## config.mk

```make
export PLATFORM = sky130hd
export DESIGN_NAME = seg7_scan_decoder
export DESIGN_NICKNAME = d
export VERILOG_FILES = /design/src/rtl/seg7_pkg.sv /design/src/rtl/seg7_glyph_decode.sv /design/src/rtl/seg7_scan_decoder.sv
export SDC_FILE = /design/constraint.sdc
export NUM_CORES = 1
export LEC_CHECK = 0
export BUFFER_PORTS_ARGS = -buffer_cell sky130_fd_sc_hd__buf_4
export CAP_MARGIN = 20
export CORE_ASPECT_RATIO = 1.5
export CORE_MARGIN = 4
export CORE_UTILIZATION = 56
export CTS_CLUSTER_SIZE = 20
export DETAILED_ROUTE_END_ITERATION = 12
export HOLD_SLACK_MARGIN = 0.1
export PLACE_DENSITY = 0.87
export SYNTH_ARGS = -nofsm -noshare
export SYNTH_HDL_FRONTEND = slang
export SYNTH_SLANG_ARGS = --single-unit
```

## constraint.sdc

```tcl
create_clock -name CLK100MHZ -period 3.5 [get_ports CLK100MHZ]
set_input_delay 0.175 -clock CLK100MHZ [delete_from_list [all_inputs] [get_ports CLK100MHZ]]
set_output_delay 0.175 -clock CLK100MHZ [all_outputs]
set_load 0.01 [all_outputs]
```

## src/rtl/seg7_pkg.sv

```systemverilog
// Shared seven-segment constants: digit count, segment type and the active-low glyph set.
// No logic and no latency; the display driver encodes with these same values.
// No backpressure; compile-time constants only.
package seg7_pkg;

    localparam int NUM_DIGITS = 8;

    // Segment vector ordered {a,b,c,d,e,f,g}, active-low.
    typedef logic [6:0] seg_t;

    localparam seg_t SEG_0     = 7'b0000001;
    localparam seg_t SEG_1     = 7'b1001111;
    localparam seg_t SEG_2     = 7'b0010010;
    localparam seg_t SEG_3     = 7'b0000110;
    localparam seg_t SEG_4     = 7'b1001100;
    localparam seg_t SEG_5     = 7'b0100100;
    localparam seg_t SEG_6     = 7'b0100000;
    localparam seg_t SEG_7     = 7'b0001111;
    localparam seg_t SEG_8     = 7'b0000000;
    localparam seg_t SEG_9     = 7'b0000100;
    localparam seg_t SEG_A     = 7'b0001000;
    localparam seg_t SEG_B     = 7'b1100000;
    localparam seg_t SEG_C     = 7'b0110001;
    localparam seg_t SEG_D     = 7'b1000010;
    localparam seg_t SEG_E     = 7'b0110000;
    localparam seg_t SEG_F     = 7'b0111000;
    localparam seg_t SEG_BLANK = 7'b1111111;

endpackage

```

## src/rtl/seg7_glyph_decode.sv

```systemverilog
// Maps an active-low segment pattern back to its hex nibble, flagging legal glyphs and blank.
// Purely combinational, zero latency.
// No backpressure; output follows input.
module seg7_glyph_decode
    import seg7_pkg::*;
(
    input  logic [6:0] s,
    output logic [3:0] nibble,
    output logic       legal,
    output logic       is_blank
);

    always_comb begin
        nibble   = 4'h0;
        legal    = 1'b1;
        is_blank = 1'b0;
        case (s)
            SEG_0: nibble = 4'h0;
            SEG_1: nibble = 4'h1;
            SEG_2: nibble = 4'h2;
            SEG_3: nibble = 4'h3;
            SEG_4: nibble = 4'h4;
            SEG_5: nibble = 4'h5;
            SEG_6: nibble = 4'h6;
            SEG_7: nibble = 4'h7;
            SEG_8: nibble = 4'h8;
            SEG_9: nibble = 4'h9;
            SEG_A: nibble = 4'hA;
            SEG_B: nibble = 4'hB;
            SEG_C: nibble = 4'hC;
            SEG_D: nibble = 4'hD;
            SEG_E: nibble = 4'hE;
            SEG_F: nibble = 4'hF;
            SEG_BLANK: begin
                legal    = 1'b0;
                is_blank = 1'b1;
            end
            default: legal = 1'b0;
        endcase
    end

endmodule

```

## src/rtl/seg7_scan_decoder.sv

```systemverilog
// Passive receiver for a scanned 7-seg bus: captures settled digits, assembles 8-digit frames, flags faults.
// Capture visible one edge after SETTLE_CYCLES+1 stable sampled edges; frame_valid is a one-cycle pulse.
// No backpressure; the bus is observed only and never stalled.
module seg7_scan_decoder
    import seg7_pkg::*;
#(
    parameter int SETTLE_CYCLES  = 4,
    parameter int TIMEOUT_CYCLES = 1024
) (
    input  logic                      CLK100MHZ,
    input  logic                      reset,
    input  logic                      CA,
    input  logic                      CB,
    input  logic                      CC,
    input  logic                      CD,
    input  logic                      CE,
    input  logic                      CF,
    input  logic                      CG,
    input  logic [NUM_DIGITS-1:0]     AN,
    output logic [4*NUM_DIGITS-1:0]   digits,
    output logic [NUM_DIGITS-1:0]     digit_valid,
    output logic [NUM_DIGITS-1:0]     blank,
    output logic                      frame_valid,
    output logic                      err_multi,
    output logic                      err_code,
    output logic                      timeout
);

    localparam int SW = $clog2(SETTLE_CYCLES + 2);
    localparam int TW = $clog2(TIMEOUT_CYCLES + 1);
    localparam logic [SW-1:0] SETTLE_HIT = SW'(SETTLE_CYCLES);
    localparam logic [SW-1:0] SETTLE_MAX = SW'(SETTLE_CYCLES + 1);
    localparam logic [TW-1:0] TMO_MAX    = TW'(TIMEOUT_CYCLES);

    seg_t                  s_in;
    seg_t                  s_q;
    logic [NUM_DIGITS-1:0] an_q;
    logic [SW-1:0]         stab_cnt;
    logic [TW-1:0]         tmo_cnt;
    logic [NUM_DIGITS-1:0] seen;

    logic                  bus_same;
    logic                  settled;
    logic [NUM_DIGITS-1:0] an_low;
    logic                  an_none;
    logic                  an_multi;
    logic [2:0]            an_idx;
    logic                  capture;
    logic [NUM_DIGITS-1:0] new_seen;
    logic [3:0]            nibble;
    logic                  legal;
    logic                  is_blank;

    assign s_in = {CA, CB, CC, CD, CE, CF, CG};

    // Sampled even during reset so the first post-reset edge already compares against live bus state.
    always_ff @(posedge CLK100MHZ) begin
        an_q <= AN;
        s_q  <= s_in;
    end

    assign bus_same = ({AN, s_in} == {an_q, s_q});
    // Counter saturates one past the hit value, so a held pattern captures exactly once.
    assign settled  = (stab_cnt == SETTLE_HIT);

    assign an_low   = ~an_q;
    assign an_none  = (an_low == '0);
    assign an_multi = |(an_low & (an_low - 1'b1));

    always_comb begin
        an_idx = 3'd0;
        for (int i = 0; i < NUM_DIGITS; i++) begin
            if (an_low[i]) an_idx = 3'(i);
        end
    end

    assign capture  = settled && !an_none && !an_multi;
    assign new_seen = seen | (NUM_DIGITS'(1) << an_idx);

    seg7_glyph_decode u_decode (
        .s        (s_q),
        .nibble   (nibble),
        .legal    (legal),
        .is_blank (is_blank)
    );

    always_ff @(posedge CLK100MHZ) begin
        if (!reset) begin
            stab_cnt    <= '0;
            tmo_cnt     <= '0;
            seen        <= '0;
            digits      <= '0;
            digit_valid <= '0;
            blank       <= '0;
            frame_valid <= 1'b0;
            err_multi   <= 1'b0;
            err_code    <= 1'b0;
        end else begin
            frame_valid <= 1'b0;

            if (!bus_same)
                stab_cnt <= '0;
            else if (stab_cnt != SETTLE_MAX)
                stab_cnt <= stab_cnt + 1'b1;

            if (capture)
                tmo_cnt <= '0;
            else if (tmo_cnt != TMO_MAX)
                tmo_cnt <= tmo_cnt + 1'b1;

            if (settled && an_multi)
                err_multi <= 1'b1;

            if (capture) begin
                if (legal) begin
                    digits[{an_idx, 2'b00} +: 4] <= nibble;
                    digit_valid[an_idx]          <= 1'b1;
                    blank[an_idx]                <= 1'b0;
                end else if (is_blank) begin
                    digit_valid[an_idx] <= 1'b0;
                    blank[an_idx]       <= 1'b1;
                end else begin
                    digit_valid[an_idx] <= 1'b0;
                    blank[an_idx]       <= 1'b0;
                    err_code            <= 1'b1;
                end

                if (new_seen == '1) begin
                    frame_valid <= 1'b1;
                    seen        <= '0;
                end else begin
                    seen <= new_seen;
                end
            end
        end
    end

    assign timeout = (tmo_cnt == TMO_MAX);

endmodule
```

---- After elaboration in Yosys (flattened, before gate mapping) ----
Cells that the tools add are included.
W data, S select, Z words.
storage, ports and cells
  register bits after elaboration ......... 88
  bits of input ports ..................... 17
  output and inout port bits .............. 52
cells by class
  add/subtract/negate cells ............... 4
  reduce and logical (&&, ||, !) cells .... 15
  equal/unequal tests ..................... 22
  magnitude comparators ................... 2
  muxes and demuxes ....................... 18
  bitwise gates (word level) .............. 11
  shift operators ......................... 3
operators by type and width
  kind                      number
  $pmux W4 S15              1
  $eq A7 B6 Y1 const B      5
  $eq A7 B7 Y1 const B      5
  $bwmux W32                1
  $mux W8                   4
  $shift A4 B7 Y32 const A  1
  $shiftx A4 B7 Y32         1
  $and A8 B8 Y8             3
  $or A8 B8 Y8              3
  $mux W3                   6
  $not A8 Y8                2
  $reduce_or A16 Y1         1
  $eq A15 B15 Y1            1
  $eq A7 B3 Y1 const B      2
  $eq A7 B4 Y1 const B      2
  $add A11 B1 Y11 const B   1
  $eq A11 B11 Y1 const B    1
  $ne A11 B11 Y1 const B    1
  $eq A8 B8 Y1 const B      1
  $logic_not A8 Y1          1
  $reduce_or A8 Y1          1
  $shl A1 B3 Y8 const A     1
  $sub A8 B1 Y8 const B     1
  $eq A7 B1 Y1 const B      1
  other kinds (16)          28

---- Longest topological paths before layout ----
  depth after elaboration ................. 16
  depth in mapped cells ................... 11

---- Cells and area by module ----
A second synthesis with hierarchy kept.
unflattened totals
  cell total of the unflattened synthesis .. 485
  area, all modules ....................... 4351.7 um^2
modules (own cells, without submodules)
  module             instances  sequential area each (um^2)  cells an instance  area an instance (um^2)
  seg7_scan_decoder  1          1761.7                       431                4017.6
  seg7_glyph_decode  1          0.0                          54                 334.1

---- Least setup slack after synthesis ----
OpenSTA, ideal clock, no wires.
  path kind ............................... flip-flop to flip-flop
  start point ............................. register an_q[1]
  end point ............................... register digits[11]
  stages on the path, launching flop included .. 11
  arrival time ............................ 2727 ps
  setup slack ............................. 650 ps
  data required time ...................... 3377 ps
  path through ............................ dfxtp_1 nand2b_1 a21boi_0 o21a_1 nor2_2 ha_1 buf_1 or3_1 nor3_1 nand3_1 mux2i_1
between the ends
  word-level cells in the longest chain between the ends .. 11
  elaborated cells between the ends (all ways) .. 21
  classes of those cells .................. add/sub (2); shift (2); mux (8); bitwise (2); reduce/logical (7)
RTL lines
  element                                                       RTL line                  RTL
  from (decl)                                                   seg7_scan_decoder.sv:37   logic [NUM_DIGITS-1:0] an_q;
  from (signal assigned)                                        seg7_scan_decoder.sv:58   an_q <= AN;
  $not A8 Y8 *                                                  seg7_scan_decoder.sv:66   assign an_low = ~an_q;
  $mux W1                                                       seg7_scan_decoder.sv:73   if (an_low[i]) an_idx = 3'(i);
  $mux W3 (6 in series)                                         seg7_scan_decoder.sv:73
  $neg A5 Y7                                                    seg7_scan_decoder.sv:116  digits[{an_idx, 2'b00} +: 4] <= nibble;
  $shiftx A4 B7 Y32 / $shift A4 B7 Y32 (equally long branches)  seg7_scan_decoder.sv:116
  $bwmux W32                                                    seg7_scan_decoder.sv:116
  to (signal, indexed assignment)                               seg7_scan_decoder.sv:116
  to (decl)                                                     seg7_scan_decoder.sv:20   output logic [4*NUM_DIGITS-1:0] digits,
Every way passes the cells marked *; elsewhere a longest branch is shown, timed or not.
A chain may end at the register's enable or synchronous reset.

---- Final worst setup path ----
  start point ............................. register an_q[5]
  end point ............................... register digits[9]
between the ends
  word-level cells in the longest chain between the ends .. 7
  elaborated cells between the ends (all ways) .. 17
  classes of those cells .................. add/sub (2); shift (2); mux (4); bitwise (2); reduce/logical (7)
RTL lines
  element                                                 RTL line
  $not A8 Y8 *                                            seg7_scan_decoder.sv:66
  $mux W3 / $sub A8 B1 Y8 (equally long branches)         seg7_scan_decoder.sv:73, seg7_scan_decoder.sv:68
  $mux W3 / $and A8 B8 Y8 (equally long branches)         seg7_scan_decoder.sv:73, seg7_scan_decoder.sv:68
  $mux W3 / $reduce_or A8 Y1 (equally long branches)      seg7_scan_decoder.sv:73, seg7_scan_decoder.sv:68
  $neg A5 Y7 / $logic_not A1 Y1 (equally long branches)   seg7_scan_decoder.sv:116, seg7_scan_decoder.sv:77
  $shiftx A4 B7 Y32, or another cell as far along         seg7_scan_decoder.sv:116
  $bwmux W32 / $reduce_and A2 Y1 (equally long branches)  -
Marks and branches as above.

==> results.tsv <==
stage	metric	value	unit
cts	cts_max_path_buffers	2	
cts	ctsHoldBuffers	15	
sta	relSlewSlack	36.25	%
setup_path	end_kind	flop	
final_layout	final_nets	544	
min_path	whs_endpoint	digits[14]	
cts	worstSkewPairLatency	0.36	ns
logic_synthesis	syn_area	4199	sq um
global_route	grt_max_degree	61	
cts	cts_tree	yes	
setup_path	cp_data_arrival_time	3.32	ns
pwr	power_frac_clock	38.5	%
global_route	antenna_found_initial	0	
routing	dr.pass1.iters	5	
setup_path	ff2ff_path_depth	9	
outcome	run_status	completed	
setup_path	crit_path_cell_trace	inv_1 -> o21a_1 -> nor2_2 -> ha_1 -> or3_1 -> nor3_1 -> buf_4 -> nand3_1 -> mux2i_1	
logic_synthesis	syn_avg_cell_area	9.394	sq um
floorplan	start_util	57.72	%
sta	tightestPinTransition	0.9443	ns
setup_path	critical_path_class	flop to flop	
sta	fin_crit	3.043	ns
floorplan	die-area	8976	sq um
logic_synthesis	synth_area_leaders	dfxtp_1, mux2i_1, nand2_1, xnor2_1, ha_1	
pwr	p_comb_share	7.6	%
min_path	holdPathStages	3	
cts	cts_sinks	88	
sta	rsz0062_at_grt	false	
routing	drt-wirelength-per-cell	16.73	um
global_route	grt_pass1_wl	17340	um
min_path	hold_class	input pin to flop	
setup_path	required	3.78	ns
sta	whs	0.3461	ns
logic_synthesis	synth_top_area_share	41.95	%
placement	io_buffer_count	68	
global_route	grt_pass1_vias	3611	
cts	cts_setup_buffers	0	
pwr	sw_frac_of_total	22.88	%
routing	via_per_inst	5.737	
pwr	switchingPower	442.4	uW
sta	fmax	328.7	MHz
routing	drc	0	
logic_synthesis	synth.largest_area_cell	dfxtp_1	
setup_path	critPathMaxFanout	10	
pwr	ir_drop	0.3256	mV
logic_synthesis	yosysUniqueCellTypes	63	
floorplan	core-area	7274	sq um
global_route	grt_use_total	24.37	%
pwr	power.leakage	2.167	nW
routing	vias	3551	
logic_synthesis	seq_area_frac_synth	41.95	%
cts	cts_root_buffer	clkbuf_8	
final_layout	antennaDiodeCount	0	
global_route	overflow	0	
setup_path	crit_family	simple AND/OR/NAND/NOR gates	
floorplan	io_pins	69	
job	drv_cap	0	
setup_path	regToRegSetupSlack	0.46	ns
pwr	seq_power_share	53.9	%
min_path	hold_start	reset	
sta	timing.final.crit_share	86.93	%
setup_path	cp_slowest_cell	dfxtp_1	
final_layout	area_growth	20.41	%
logic_synthesis	yosysWarnings	0	
logic_synthesis	synth_edf_count	0	
sta	setup_tns	0	ns
placement	gp_congestion	0.9099	
pwr	p_per_area	382.4	nW/um^2
final_layout	fillCellCount	558	
setup_path	reg2reg_to	digits[9]	
final_layout	fin_area	5056	sq um
routing	postRouteAntennaNets	0	
pwr	p_int	1.491	mW
sta	setup_violations	0	
routing	drt-total-wl	10350	um
floorplan	die_x	78.70	um
setup_path	critPathBufInv	2	
placement	dpl_cell_area	4698	sq um
setup_path	max_stage_delay	0.56	ns
sta	slew_violations	0	
routing	first_iter_violations	192	
logic_synthesis	synth-main-ff-cell	dfxtp_1	
logic_synthesis	async_reset_ff_share	0	%
final_layout	final_util	69.50	%
logic_synthesis	ys_seq_elements	88	
sta	finalHoldViolations	0	
sta	fin_worst_skew	0.005193	ns
cts	ctsResizeCount	0	
setup_path	r2r-start	an_q[5]	
cts	htreeDepth	3	
floorplan	dieHeight	114.1	um
logic_synthesis	synth_fp_nets	475	
cts	clk_pin_slew	0.08	ns
floorplan	rows	38	
placement	dpl.hpwl	7320	um
logic_synthesis	postSynthCellCount	447	
setup_path	cp-start-kind	flop	
cts	numCtsBuffers	9	
final_layout	drive_above_1_share	19.27	%
## cell usage in the layout (no fill, tap or decap), types with 3 or more instances in the layout
| master | n |
|---|---|
| dfxtp_1 | 88 |
| buf_4 | 69 |
| nand2_1 | 54 |
| mux2i_1 | 42 |
| nor2_1 | 28 |
| xnor2_1 | 22 |
| nand3_1 | 22 |
| dlygate4sd3_1 | 15 |
| nand4_1 | 14 |
| inv_1 | 11 |
| ha_1 | 11 |
| nor2b_1 | 10 |
| clkbuf_8 | 10 |
| a21oi_1 | 9 |
| nor3_1 | 9 |
| a31oi_1 | 9 |
| a21boi_0 | 7 |
| and3_1 | 6 |
| nor4_1 | 5 |
| and4_1 | 5 |
| xor2_1 | 5 |
| o2111ai_1 | 4 |
| o21ai_0 | 4 |
| nor3b_1 | 4 |
| o21a_1 | 3 |
| a21o_1 | 3 |
| nand4b_1 | 3 |
## final cells by class
cell class | count | area (sq um) | share of cell area, %
flip-flops and latches | 88 | 1762 | 34.84
multi-input cells | 320 | 2242 | 44.35
clock buffers | 10 | 137.6 | 2.722
inverters | 13 | 51.30 | 1.015
repair buffers | 84 | 668.1 | 13.21
well taps | 100 | 125.1 | 2.475
clock inverters | 4 | 70.07 | 1.386
## metrics by stage
| step | instances | power (mW) | setup slack, ns |
|---|---|---|---|
| after global placement | 590 | 1.191 | 0.5833 |
| after CTS | 619 | 1.944 | 0.4724 |
| after global routing | 619 | 2.010 | 0.2508 |
| after floorplan | 447 | 1.157 | 0.6504 |
| final | 619 | 1.933 | 0.4573 |
| after detailed placement | 590 | 1.195 | 0.5039 |
## power groups by stage
stage | logic, mW | clock network (mW) | registers [mW]
2_1_floorplan | 0.112 | 0 | 1.04
3_3_place_gp | 0.128 | 0 | 1.06
3_5_place_dp | 0.131 | 0 | 1.06
4_1_cts | 0.144 | 0.759 | 1.04
5_1_grt | 0.161 | 0.804 | 1.05
6_report | 0.147 | 0.744 | 1.04
## worst reg2reg max path, cell delays in order, from the launching register on
cell and delay, ns:
dfxtp_1 0.56, inv_1 0.12, o21a_1 0.25, nor2_2 0.38, ha_1 0.47, or3_1 0.43, nor3_1 0.16, buf_4 0.17
nand3_1 0.18, mux2i_1 0.25
## synth_stat cells (3+ instances only)
| library cell | number |
|---|---|
| a21boi_0 | 7 |
| a21o_1 | 3 |
| a21oi_1 | 9 |
| a31oi_1 | 9 |
| and3_1 | 6 |
| and4_1 | 5 |
| buf_2 | 7 |
| buf_4 | 6 |
| clkbuf_1 | 9 |
| dfxtp_1 | 88 |
| ha_1 | 11 |
| inv_1 | 11 |
| mux2i_1 | 42 |
| nand2_1 | 54 |
| nand3_1 | 22 |
| nand4_1 | 14 |
| nand4b_1 | 3 |
| nor2_1 | 28 |
| nor2b_1 | 10 |
| nor3_1 | 9 |
| nor3b_1 | 4 |
| nor4_1 | 5 |
| o2111ai_1 | 4 |
| o21a_1 | 3 |
| o21ai_0 | 4 |
| xnor2_1 | 22 |
| xor2_1 | 5 |
## how the worst max path moves through the flow
stage	from	endpoint	slack [ns]	depth (start not counted)
6_report	an_q[5]	digits[9]	0.46	9
5_1_grt	an_q[1]	digits[9]	0.25	10
4_1_cts	an_q[1]	digits[9]	0.47	10
3_5_place_dp	an_q[5]	digits[9]	0.50	9
3_3_place_gp	an_q[1]	digits[11]	0.58	10
2_1_floorplan	an_q[1]	digits[11]	0.65	10
## routing by layer
metal / GRT usage (%) / vias to the layer above / part of all wire, %
met1: 27.00 / 1690 / 38
li1: - / 1728 / -
met5: 0 / - / 0
met4: 8.635 / 0 / 2.0
met2: 45.09 / 114 / 56
met3: 5.354 / 19 / 4.0
## kinds of logic (layout without fill, tap and decap cells)
| logic type | Yosys count | after routing | synth area share, % |
|---|---|---|---|
| simple gates | 180 | 180 | 23.60 |
| flops | 88 | 88 | 41.95 |
| compound gates | 59 | 59 | 10.64 |
| mux | 42 | 42 | 10.01 |
| buf+inv | 39 | 111 | 4.648 |
| xor+xnor | 27 | 27 | 5.632 |
| fa+ha+maj | 12 | 12 | 3.516 |
Power figures use the tool's default switching activity.
